==> config.mk <==
export PLATFORM = sky130hd
export DESIGN_NAME = stack_register_file
export DESIGN_NICKNAME = d
export VERILOG_FILES = /design/src/rtl/stack_register_file_pkg.sv /design/src/rtl/stack_register_file_sp_counter.sv /design/src/rtl/stack_register_file.sv
export SDC_FILE = /design/constraint.sdc
export NUM_CORES = 1
export LEC_CHECK = 0
export ABC_AREA = 1
export CAP_MARGIN = 20
export CORE_UTILIZATION = 40
export DETAILED_ROUTE_END_ITERATION = 7
export MAX_ROUTING_LAYER = met4
export PLACE_DENSITY = 0.58
export SLEW_MARGIN = 40
export SYNTH_ARGS = -nofsm -noshare
export SYNTH_HDL_FRONTEND = slang
export SYNTH_SLANG_ARGS = --single-unit
==> constraint.sdc <==
create_clock -name clk -period 2.1 [get_ports clk]
set_input_delay 0.21 -clock clk [delete_from_list [all_inputs] [get_ports clk]]
set_output_delay 0.21 -clock clk [all_outputs]
set_load 0.01 [all_outputs]
==> src/rtl/stack_register_file_pkg.sv <==
// Shared definitions for the stack register file.
//   calc_aw       : index width for a given register count (never below 1 bit)
//   R0..MA        : conventional register indices (SP is the stack pointer)
//   sp_op_e       : stack-pointer operation selected for the current cycle
//   decode_sp_op  : resolves load/inc/dec requests into one sp_op_e
package stack_register_file_pkg;

    localparam int unsigned R0 = 32'd0;
    localparam int unsigned R1 = 32'd1;
    localparam int unsigned R2 = 32'd2;
    localparam int unsigned R3 = 32'd3;
    localparam int unsigned R4 = 32'd4;
    localparam int unsigned SP = 32'd5;
    localparam int unsigned MD = 32'd6;
    localparam int unsigned MA = 32'd7;

    typedef enum logic [1:0] {
        SP_OP_HOLD = 2'd0,
        SP_OP_LOAD = 2'd1,
        SP_OP_INC  = 2'd2,
        SP_OP_DEC  = 2'd3
    } sp_op_e;

    function automatic int calc_aw(input int n);
        int w;
        w = $clog2(n);
        return (w < 32'sd1) ? 32'sd1 : w;
    endfunction

    // Load beats inc/dec; inc and dec together cancel out into a hold.
    function automatic sp_op_e decode_sp_op(input logic load, input logic inc, input logic dec);
        sp_op_e op;
        if (load) begin
            op = SP_OP_LOAD;
        end else if (inc && !dec) begin
            op = SP_OP_INC;
        end else if (dec && !inc) begin
            op = SP_OP_DEC;
        end else begin
            op = SP_OP_HOLD;
        end
        return op;
    endfunction

endpackage

==> src/rtl/stack_register_file_sp_counter.sv <==
// Stack-pointer register with load / increment / decrement and sticky
// wrap flags.
//   clk, clear   : clock and synchronous active-high clear
//   load         : load_data written into SP (wins over inc/dec)
//   load_data    : value for load
//   inc, dec     : pop / push requests; both together hold
//   sp           : registered SP value
//   overflow     : sticky, set when inc wraps all-ones -> 0
//   underflow    : sticky, set when dec wraps 0 -> all-ones
module stack_register_file_sp_counter
    import stack_register_file_pkg::*;
#(
    parameter int                 DATA_W   = 8,
    parameter logic [DATA_W-1:0]  SP_RESET = {DATA_W{1'b1}}
) (
    input  logic              clk,
    input  logic              clear,
    input  logic              load,
    input  logic [DATA_W-1:0] load_data,
    input  logic              inc,
    input  logic              dec,
    output logic [DATA_W-1:0] sp,
    output logic              overflow,
    output logic              underflow
);

    localparam logic [DATA_W-1:0] ALL_ONES = {DATA_W{1'b1}};
    localparam logic [DATA_W-1:0] ALL_ZERO = {DATA_W{1'b0}};
    localparam logic [DATA_W-1:0] ONE      = DATA_W'(1'b1);

    sp_op_e            op_s;
    logic [DATA_W-1:0] sp_r;
    logic [DATA_W-1:0] sp_nxt_s;
    logic              ovf_r;
    logic              ovf_nxt_s;
    logic              udf_r;
    logic              udf_nxt_s;

    // Next SP value and flag updates for the selected operation.
    always_comb begin
        op_s      = decode_sp_op(load, inc, dec);
        sp_nxt_s  = sp_r;
        ovf_nxt_s = ovf_r;
        udf_nxt_s = udf_r;
        case (op_s)
            SP_OP_LOAD: begin
                sp_nxt_s = load_data;
            end
            SP_OP_INC: begin
                sp_nxt_s = sp_r + ONE;
                if (sp_r == ALL_ONES) begin
                    ovf_nxt_s = 1'b1;
                end else begin
                    ovf_nxt_s = ovf_r;
                end
            end
            SP_OP_DEC: begin
                sp_nxt_s = sp_r - ONE;
                if (sp_r == ALL_ZERO) begin
                    udf_nxt_s = 1'b1;
                end else begin
                    udf_nxt_s = udf_r;
                end
            end
            SP_OP_HOLD: begin
                sp_nxt_s = sp_r;
            end
            default: begin
                sp_nxt_s = sp_r;
            end
        endcase
    end

    // SP and flag registers; clear overrides every request.
    always_ff @(posedge clk) begin
        if (clear) begin
            sp_r  <= SP_RESET;
            ovf_r <= 1'b0;
            udf_r <= 1'b0;
        end else begin
            sp_r  <= sp_nxt_s;
            ovf_r <= ovf_nxt_s;
            udf_r <= udf_nxt_s;
        end
    end

    assign sp        = sp_r;
    assign overflow  = ovf_r;
    assign underflow = udf_r;

endmodule

==> src/rtl/stack_register_file.sv <==
// General-purpose register file with one write port, two combinational read
// ports and a dedicated stack-pointer register at index SP_IDX.
//   clk, clear            : clock and synchronous active-high clear
//   dataIn / writeSelect / writeEnable : write port (1-cycle latency)
//   readSelectA/B, dataOutA/B          : combinational read ports
//   spInc / spDec         : pop (SP+1) / push (SP-1)
//   spOut                 : registered SP value
//   spOverflow/Underflow  : sticky SP wrap flags, cleared only by clear
// Out-of-range write indices are ignored and out-of-range reads return 0.
// With BYPASS=1 a same-cycle write to the selected index is forwarded;
// SP inc/dec results are never forwarded.
module stack_register_file
    import stack_register_file_pkg::*;
#(
    parameter int                DATA_W   = 8,
    parameter int                NUM_REGS = 8,
    parameter int                SP_IDX   = 5,
    parameter logic [DATA_W-1:0] SP_RESET = {DATA_W{1'b1}},
    parameter bit                BYPASS   = 1'b1,
    localparam int               AW       = calc_aw(NUM_REGS)
) (
    input  logic              clk,
    input  logic              clear,
    input  logic [DATA_W-1:0] dataIn,
    input  logic [AW-1:0]     writeSelect,
    input  logic              writeEnable,
    input  logic [AW-1:0]     readSelectA,
    input  logic [AW-1:0]     readSelectB,
    output logic [DATA_W-1:0] dataOutA,
    output logic [DATA_W-1:0] dataOutB,
    input  logic              spInc,
    input  logic              spDec,
    output logic [DATA_W-1:0] spOut,
    output logic              spOverflow,
    output logic              spUnderflow
);

    // The array skips the SP slot; indices above SP_IDX shift down by one.
    localparam int                PHYS_N     = NUM_REGS - 1;
    localparam logic [AW:0]       NUM_REGS_W = NUM_REGS[AW:0];
    localparam logic [AW-1:0]     SP_IDX_W   = SP_IDX[AW-1:0];
    localparam logic [DATA_W-1:0] ALL_ZERO   = {DATA_W{1'b0}};

    function automatic logic [AW-1:0] to_phys(input logic [AW-1:0] idx);
        logic [AW-1:0] p;
        if (idx > SP_IDX_W) begin
            p = idx - AW'(1'b1);
        end else begin
            p = idx;
        end
        return p;
    endfunction

    logic [DATA_W-1:0] regs_r [PHYS_N];
    logic [DATA_W-1:0] sp_value_s;
    logic              wr_in_range_s;
    logic              wr_is_sp_s;
    logic              wr_array_s;
    logic              sp_load_s;
    logic [AW-1:0]     wr_phys_s;
    logic [AW-1:0]     rd_sel_s  [2];
    logic [DATA_W-1:0] rd_data_s [2];

    assign wr_in_range_s = ({1'b0, writeSelect} < NUM_REGS_W);
    assign wr_is_sp_s    = (writeSelect == SP_IDX_W);
    assign wr_array_s    = writeEnable && wr_in_range_s && !wr_is_sp_s;
    assign sp_load_s     = writeEnable && wr_is_sp_s;
    assign wr_phys_s     = to_phys(writeSelect);

    stack_register_file_sp_counter #(
        .DATA_W   (DATA_W),
        .SP_RESET (SP_RESET)
    ) u_sp_counter (
        .clk       (clk),
        .clear     (clear),
        .load      (sp_load_s),
        .load_data (dataIn),
        .inc       (spInc),
        .dec       (spDec),
        .sp        (sp_value_s),
        .overflow  (spOverflow),
        .underflow (spUnderflow)
    );

    // General-purpose register array write; clear zeroes every entry.
    always_ff @(posedge clk) begin
        if (clear) begin
            for (int i = 0; i < PHYS_N; i++) begin
                regs_r[i] <= ALL_ZERO;
            end
        end else if (wr_array_s) begin
            regs_r[wr_phys_s] <= dataIn;
        end
    end

    assign rd_sel_s[0] = readSelectA;
    assign rd_sel_s[1] = readSelectB;

    // Read muxes: range check, then write forwarding, then SP splice, then array.
    always_comb begin
        for (int p = 0; p < 2; p++) begin
            rd_data_s[p] = ALL_ZERO;
            if ({1'b0, rd_sel_s[p]} >= NUM_REGS_W) begin
                rd_data_s[p] = ALL_ZERO;
            end else if (BYPASS && writeEnable && (writeSelect == rd_sel_s[p])) begin
                rd_data_s[p] = dataIn;
            end else if (rd_sel_s[p] == SP_IDX_W) begin
                rd_data_s[p] = sp_value_s;
            end else begin
                rd_data_s[p] = regs_r[to_phys(rd_sel_s[p])];
            end
        end
    end

    assign dataOutA = rd_data_s[0];
    assign dataOutB = rd_data_s[1];
    assign spOut    = sp_value_s;

endmodule
Yosys cells after proc, flatten, opt, wreduce, memory -nomap -nowiden
Memory sizes are Yosys's and may differ from the RTL's.
Index checks and enable logic that the tools add are counted.
W data, S select, Z words.

operators by class
  $add $sub $neg = 5
  order comparisons = 3
  equality and inequality tests = 9
  mux-type cells = 23
  reduce and logical (&&, ||, !) cells = 14

operators by type and width
  operator               count
  $mux W8                5
  $mux W3                8
  $pmux W8 S3            1
  $eq A3 B3 Y1 const B   3
  $gt A3 B3 Y1 const B   3
  $sub A3 B1 Y3 const B  3
  $add A8 B1 Y8 const B  1
  $eq A8 B8 Y1 const B   1
  $logic_not A8 Y1       1
  $reduce_or A8 Y1       1
  $sub A8 B1 Y8 const B  1
  $eq A3 B3 Y1           2
  $logic_and A1 B1 Y1    6
  $mux W1                6
  $mux W2                3
  $eq A2 B2 Y1 const B   2
  $reduce_and A2 Y1      2
  $logic_not A1 Y1       3
  $eq A2 B1 Y1 const B   1
  $logic_not A2 Y1       1

word-level totals
  register bits after elaboration = 10
  bits in writable memories = 56
  bits of input ports = 22
  output and inout bits = 26
  logic and storage cells = 58
  memories kept = 1

memories
  memory  words  width  read ports  clocked after Yosys merged registers in  write ports  RTL line                   source
  regs_r  7      8      2           0                                        7            stack_register_file.sv:54  logic [DATA_W-1:0] regs_r [PHYS_N];

Longest topological paths before layout
  word-level depth = 8
  gate-level depth with buffers = 19
  depth with buffers taken out = 18

Modules after synthesis
From an unflattened synthesis, not the netlist that was laid out.

unflattened totals
  cell total of the unflattened synthesis = 780
  area total of the unflattened synthesis = 5401.4 um2

modules (own cells, without submodules)
  module                          times used  cells an instance  area an instance (um2)
  stack_register_file             1           648                4553.1
  stack_register_file_sp_counter  1           132                848.3

Worst setup path before layout
No wires, ideal clock.

  path kind = input to register
  from = input port writeSelect[1]
  to = memory regs_r[5][0] (enable)
  setup time = 375 ps
  arrival = 1621 ps
  required time = 1725 ps
  setup slack = 104 ps
  stages on the path = 10
  path buffers = 0
  cell sequence = inv_1 > ha_1 > inv_1 > o21ai_1 > nor2_2 > inv_2 > nor2_4 > inv_1 > nand3_1 > a21oi_1

RTL lines
  element      RTL line                   source
  from (decl)  stack_register_file.sv:25  input logic [AW-1:0] writeSelect,
  to (decl)    stack_register_file.sv:54

Worst setup path in the final report
  from = input port readSelectB[1]
  to = output port dataOutB[2]

between the ends
  word-level cells in the longest chain between the ends = 7
  elaborated cells on any way between the ends = 11

ends and longest elaborated chain
  element                                               RTL line                                              source
  from (decl)                                           stack_register_file.sv:28                             input logic [AW-1:0] readSelectB,
  $sub A3 B1 Y3 / $gt A3 B3 Y1 (equally long branches)  stack_register_file.sv:47, stack_register_file.sv:46
  $mux W3                                               stack_register_file.sv:46                             if (idx > SP_IDX_W) begin
  $mux W3                                               stack_register_file.sv:107                            end else if (rd_sel_s[p] == SP_IDX_W) begin
  $mux W3                                               stack_register_file.sv:105                            end else if (BYPASS && writeEnable && (writeSelect == rd_sel_s[p])) begin
  $mem_v2 Z7 W8                                         n/a
  $mux W8                                               stack_register_file.sv:107
  $mux W8 (*)                                           stack_register_file.sv:105
  to (decl)                                             stack_register_file.sv:30                             output logic [DATA_W-1:0] dataOutB,

Mark *: on every way between the ends. The rest lies on a longest branch, timed or not. The select of a mux whose other input is x is not followed.

==> results.toml <==
[yosys]
synthMuxAreaShare_pct = 0
synth-main-ff-cell = "edfxtp_1"
ys_types = 42
syn_area_per_cell_sq_um = 7.10
synth-compound-area-share_pct = 10.2
synth_edf_count = 56
synth_fa_ha_area_share_pct = 1.90
async_flop_share_pct = 0
synth_fp_nets = 772
postSynthCellCount = 742
synth_xor_area_share_pct = 0.831
yosysSeqAreaShare_pct = 38.7
syn_area_sq_mm = 0.00527
yosys_warnings = 0
yosys_register_bits = 74
synth_top_family_by_area = "simple AND/OR/NAND/NOR gates"
yosys.area_share.simple_pct = 36.0

[placement]
portBuffers = 47
place_ws_ps = -1040
gp_congestion = 1.09
dp_hpwl_microns = 15400

[cells_and_area]
nFillCells = 1179
diodes = 0
area_growth_pct = 53.3
drive_above_1_share_pct = 37.3
nets = 943
fin_util_pct = 63.5

[run]
cap_violations = 0

[worst_setup_path]
r2r_slack_ps = 330
crit_family = "buffers and inverters"
path_cells = "buf_8 > inv_4 > ha_4 > nor2_4 > buf_6 > nand2_4 > buf_6 > buf_12 > nand2_8 > buf_16 > nand2_4 > nand3_4 > nand3_4 > nand3_2 > a21oi_2 > buf_2"
worst_r2r_startpoint = "u_sp_counter.sp[1]"
cp.depth = 16
crit_arrival_ps = 1890
cp_max_fo = 6
cp_data_required_time_ps = 1890
r2r-end = "u_sp_counter.sp[6]"
max_stage_delay_ps = 170
critPathKind = "primary input to output pin"
cpMaxStageDelayCell = "buf_16"
end_kind = "output pin"
rr_worst_depth = 14
start_kind = "primary input"
path_buf_inv = 7

[timing]
fin_worst_skew_ps = 1.10
max_slew_margin_pct = 69.2
tightest_slew_ps = 462
worst_slack_ps = -4.20
final-hold-violation-count = 0
rsz0062_at_grt = "yes"
finalSetupViolCount = 2
period_share_pct = 100
slew_viol_final = 0
min_period_ps = 2100
fmax_mhz = 475

[routing]
routedWlPerCell_microns = 20.2
wl_met3_microns = 1600
viasPerCell = 5.43
highest_layer = "met4"
wl_met2_microns = 10300
dr.pass1.iters = 5
routed_wl_microns = 22000
drc = 0
vias = 5921
drtAntennaViolNets = 0
met1Wirelength_microns = 9220
first_iter_violations = 523

[power_and_ir_drop]
p_sw_share_pct = 35.9
vdd_ir_drop_max_v = 0.000533
p_switching_mw = 1.85
sequentialPowerShare_pct = 34.4
combPwrFrac_pct = 37.0
clkPwrFrac_pct = 28.5
internal-power_mw = 3.31
pwr_density_cell_mw_per_mm2 = 639
p_leak_nw = 3.83

[cts]
cts_root_buffer = "clkbuf_16"
cts_sinks = 74
cts_inserted_buffers = 9
clock_path_buffers = 2
htreeDepth = 3
cts_tree = "yes"
clk_latency_ps = 350
path_clk_slew_ps = 70

[floorplan]
dieArea_sq_mm = 0.0136
fp-row-count = 41
ios = 48
start_util_pct = 41.4
core_sq_mm = 0.0127
die_h_microns = 117
die_x_microns = 117

[grt]
grt_pass1_wl_microns = 32600
grt_max_degree = 33
grt-ovfl-total = 0
antenna_found_initial = 0
grt_pass1_vias = 5619
gr-usage-all-layers_pct = 34.2

[run_status]
status = "finished, violations left"
violations = "setup timing"

[min_path]
min_delay_path_depth = 2
hold_path_class = "register to register"
min_to = "u_sp_counter.overflow"
min_from = "u_sp_counter.overflow"
-- metrics by stage --
stage / cell area, sq um / TNS (ps) / power [mW] / hold WS [ps] / std cells
5_1_grt: 8080 / -334 / 5.37 / 506 / 1090
6_report: 8080 / -8.35 / 5.16 / 481 / 1090
4_1_cts: 7480 / -49.3 / 4.93 / 488 / 1078
3_5_place_dp: 6670 / -58450 / 3.32 / 469 / 1040
3_3_place_gp: 6660 / -53800 / 3.32 / 456 / 1040
2_1_floorplan: 5270 / 0 / 2.60 / 282 / 742
-- per-layer routing --
layer | vias up | track usage, %
li1 | 2765 | -
met1 | 2785 | 43.4
met2 | 304 | 52.9
met3 | 67 | 5.46
met4 | 0 | 17.6
met5 | - | -
-- cell usage after synthesis (6+ instances only) --
| library cell | count | share of area [%] |
|---|---|---|
| edfxtp_1 | 56 | 32 |
| o21ai_0 | 14 | 1.3 |
| nand3_1 | 139 | 13 |
| nand2_4 | 6 | 1.3 |
| o21ai_1 | 13 | 1.2 |
| buf_6 | 8 | 1.7 |
| a21oi_2 | 7 | 1.2 |
| nand2_2 | 6 | 0.71 |
| buf_2 | 6 | 0.57 |
| inv_2 | 9 | 0.64 |
| inv_1 | 119 | 8.5 |
| nor2_1 | 75 | 5.3 |
| dfxtp_1 | 18 | 6.8 |
| a21oi_1 | 36 | 3.4 |
| ha_1 | 8 | 1.9 |
| nand2_1 | 171 | 12 |
-- what timing repair did --
action | 4_1_cts | 5_1_grt
setup endpoints to repair | 88 | 122
hold buffers | 0 | 0
gates cloned | 8 | 0
resized for setup | 163 | 123
pin swaps | 37 | 67
setup buffers | 14 | 13
-- worst reg2reg max path, stage by stage, from the launching register on --
cell	delay [ps]
dfxtp_1	490
nand4_1	190
nand2_1	90
inv_1	40
ha_1	160
inv_1	50
nand2_1	70
nand2_2	90
inv_1	70
nand3_2	70
nand2_1	50
nand2_1	70
nand3_2	100
nand2_1	70
nand2_1	40
-- cells by family (layout without fill, tap and decap cells) --
group	after synthesis	in the layout
compound gates	87	88
xor+xnor	5	5
fa+ha+maj	8	8
buf+inv	152	327
flops	74	74
simple gates	416	416
-- layout make-up --
type	instances	area, sq um	share of cell area [%]
multi-input combinational	517	3270	40.5
sequential	74	2040	25.3
timing repair buffer	177	1720	21.3
inverter	132	536	6.63
clock buffer	10	229	2.83
tap	172	215	2.66
clock inverter	6	48.8	0.604
timing repair inverter	2	16.3	0.201
-- power groups by stage --
stage,Combinational (mW),Sequential [mW],Clock [mW]
finish,1.91,1.78,1.47
global route,2.04,1.79,1.54
CTS,1.67,1.77,1.49
detailed placement,1.52,1.80,0
global placement,1.52,1.80,0
floorplan,0.824,1.78,0
-- how the worst max path moves through the flow --
stage	start	end	slack (ps)
6_report	readSelectB[1]	dataOutB[2]	-4
5_1_grt	readSelectB[1]	dataOutB[6]	-40
4_1_cts	writeSelect[0]	dataOutB[0]	-50
3_5_place_dp	readSelectB[1]	dataOutB[0]	-1040
3_3_place_gp	readSelectB[1]	dataOutB[2]	-1120
2_1_floorplan	writeSelect[1]	regs_r[5][0]	100
-- cell usage in the layout, fill, tap and decap left out, types with 4 or more instances in the layout --
| cell type | Yosys | layout |
|---|---|---|
| clkdlybuf4s50_1 | 0 | 21 |
| buf_12 | 0 | 16 |
| o21ai_0 | 14 | 14 |
| xor2_1 | 4 | 4 |
| nand4_1 | 5 | 5 |
| nand3_4 | 0 | 6 |
| buf_16 | 0 | 4 |
| buf_8 | 0 | 5 |
| buf_6 | 8 | 14 |
| clkinvlp_4 | 0 | 6 |
| clkbuf_16 | 0 | 9 |
| nor2_2 | 1 | 5 |
| ha_1 | 8 | 6 |
| nand2_4 | 6 | 15 |
| nand3_1 | 139 | 66 |
| edfxtp_1 | 56 | 56 |
| a21oi_2 | 7 | 14 |
| nand2_1 | 171 | 140 |
| nor2_1 | 75 | 71 |
| nand2_2 | 6 | 25 |
| dfxtp_1 | 18 | 18 |
| o21ai_1 | 13 | 9 |
| nand3_2 | 3 | 70 |
| a21oi_1 | 36 | 29 |
| inv_2 | 9 | 9 |
| inv_1 | 119 | 114 |
| buf_2 | 6 | 14 |
| buf_4 | 2 | 96 |
| o21ai_2 | 2 | 5 |
-- flip-flops by register name, indices dropped and copies added (netlist names) --
name / flops
regs_r: 64
u_sp_counter.overflow: 1
u_sp_counter.sp: 8
u_sp_counter.underflow: 1
Power figures use the tool's default switching activity.
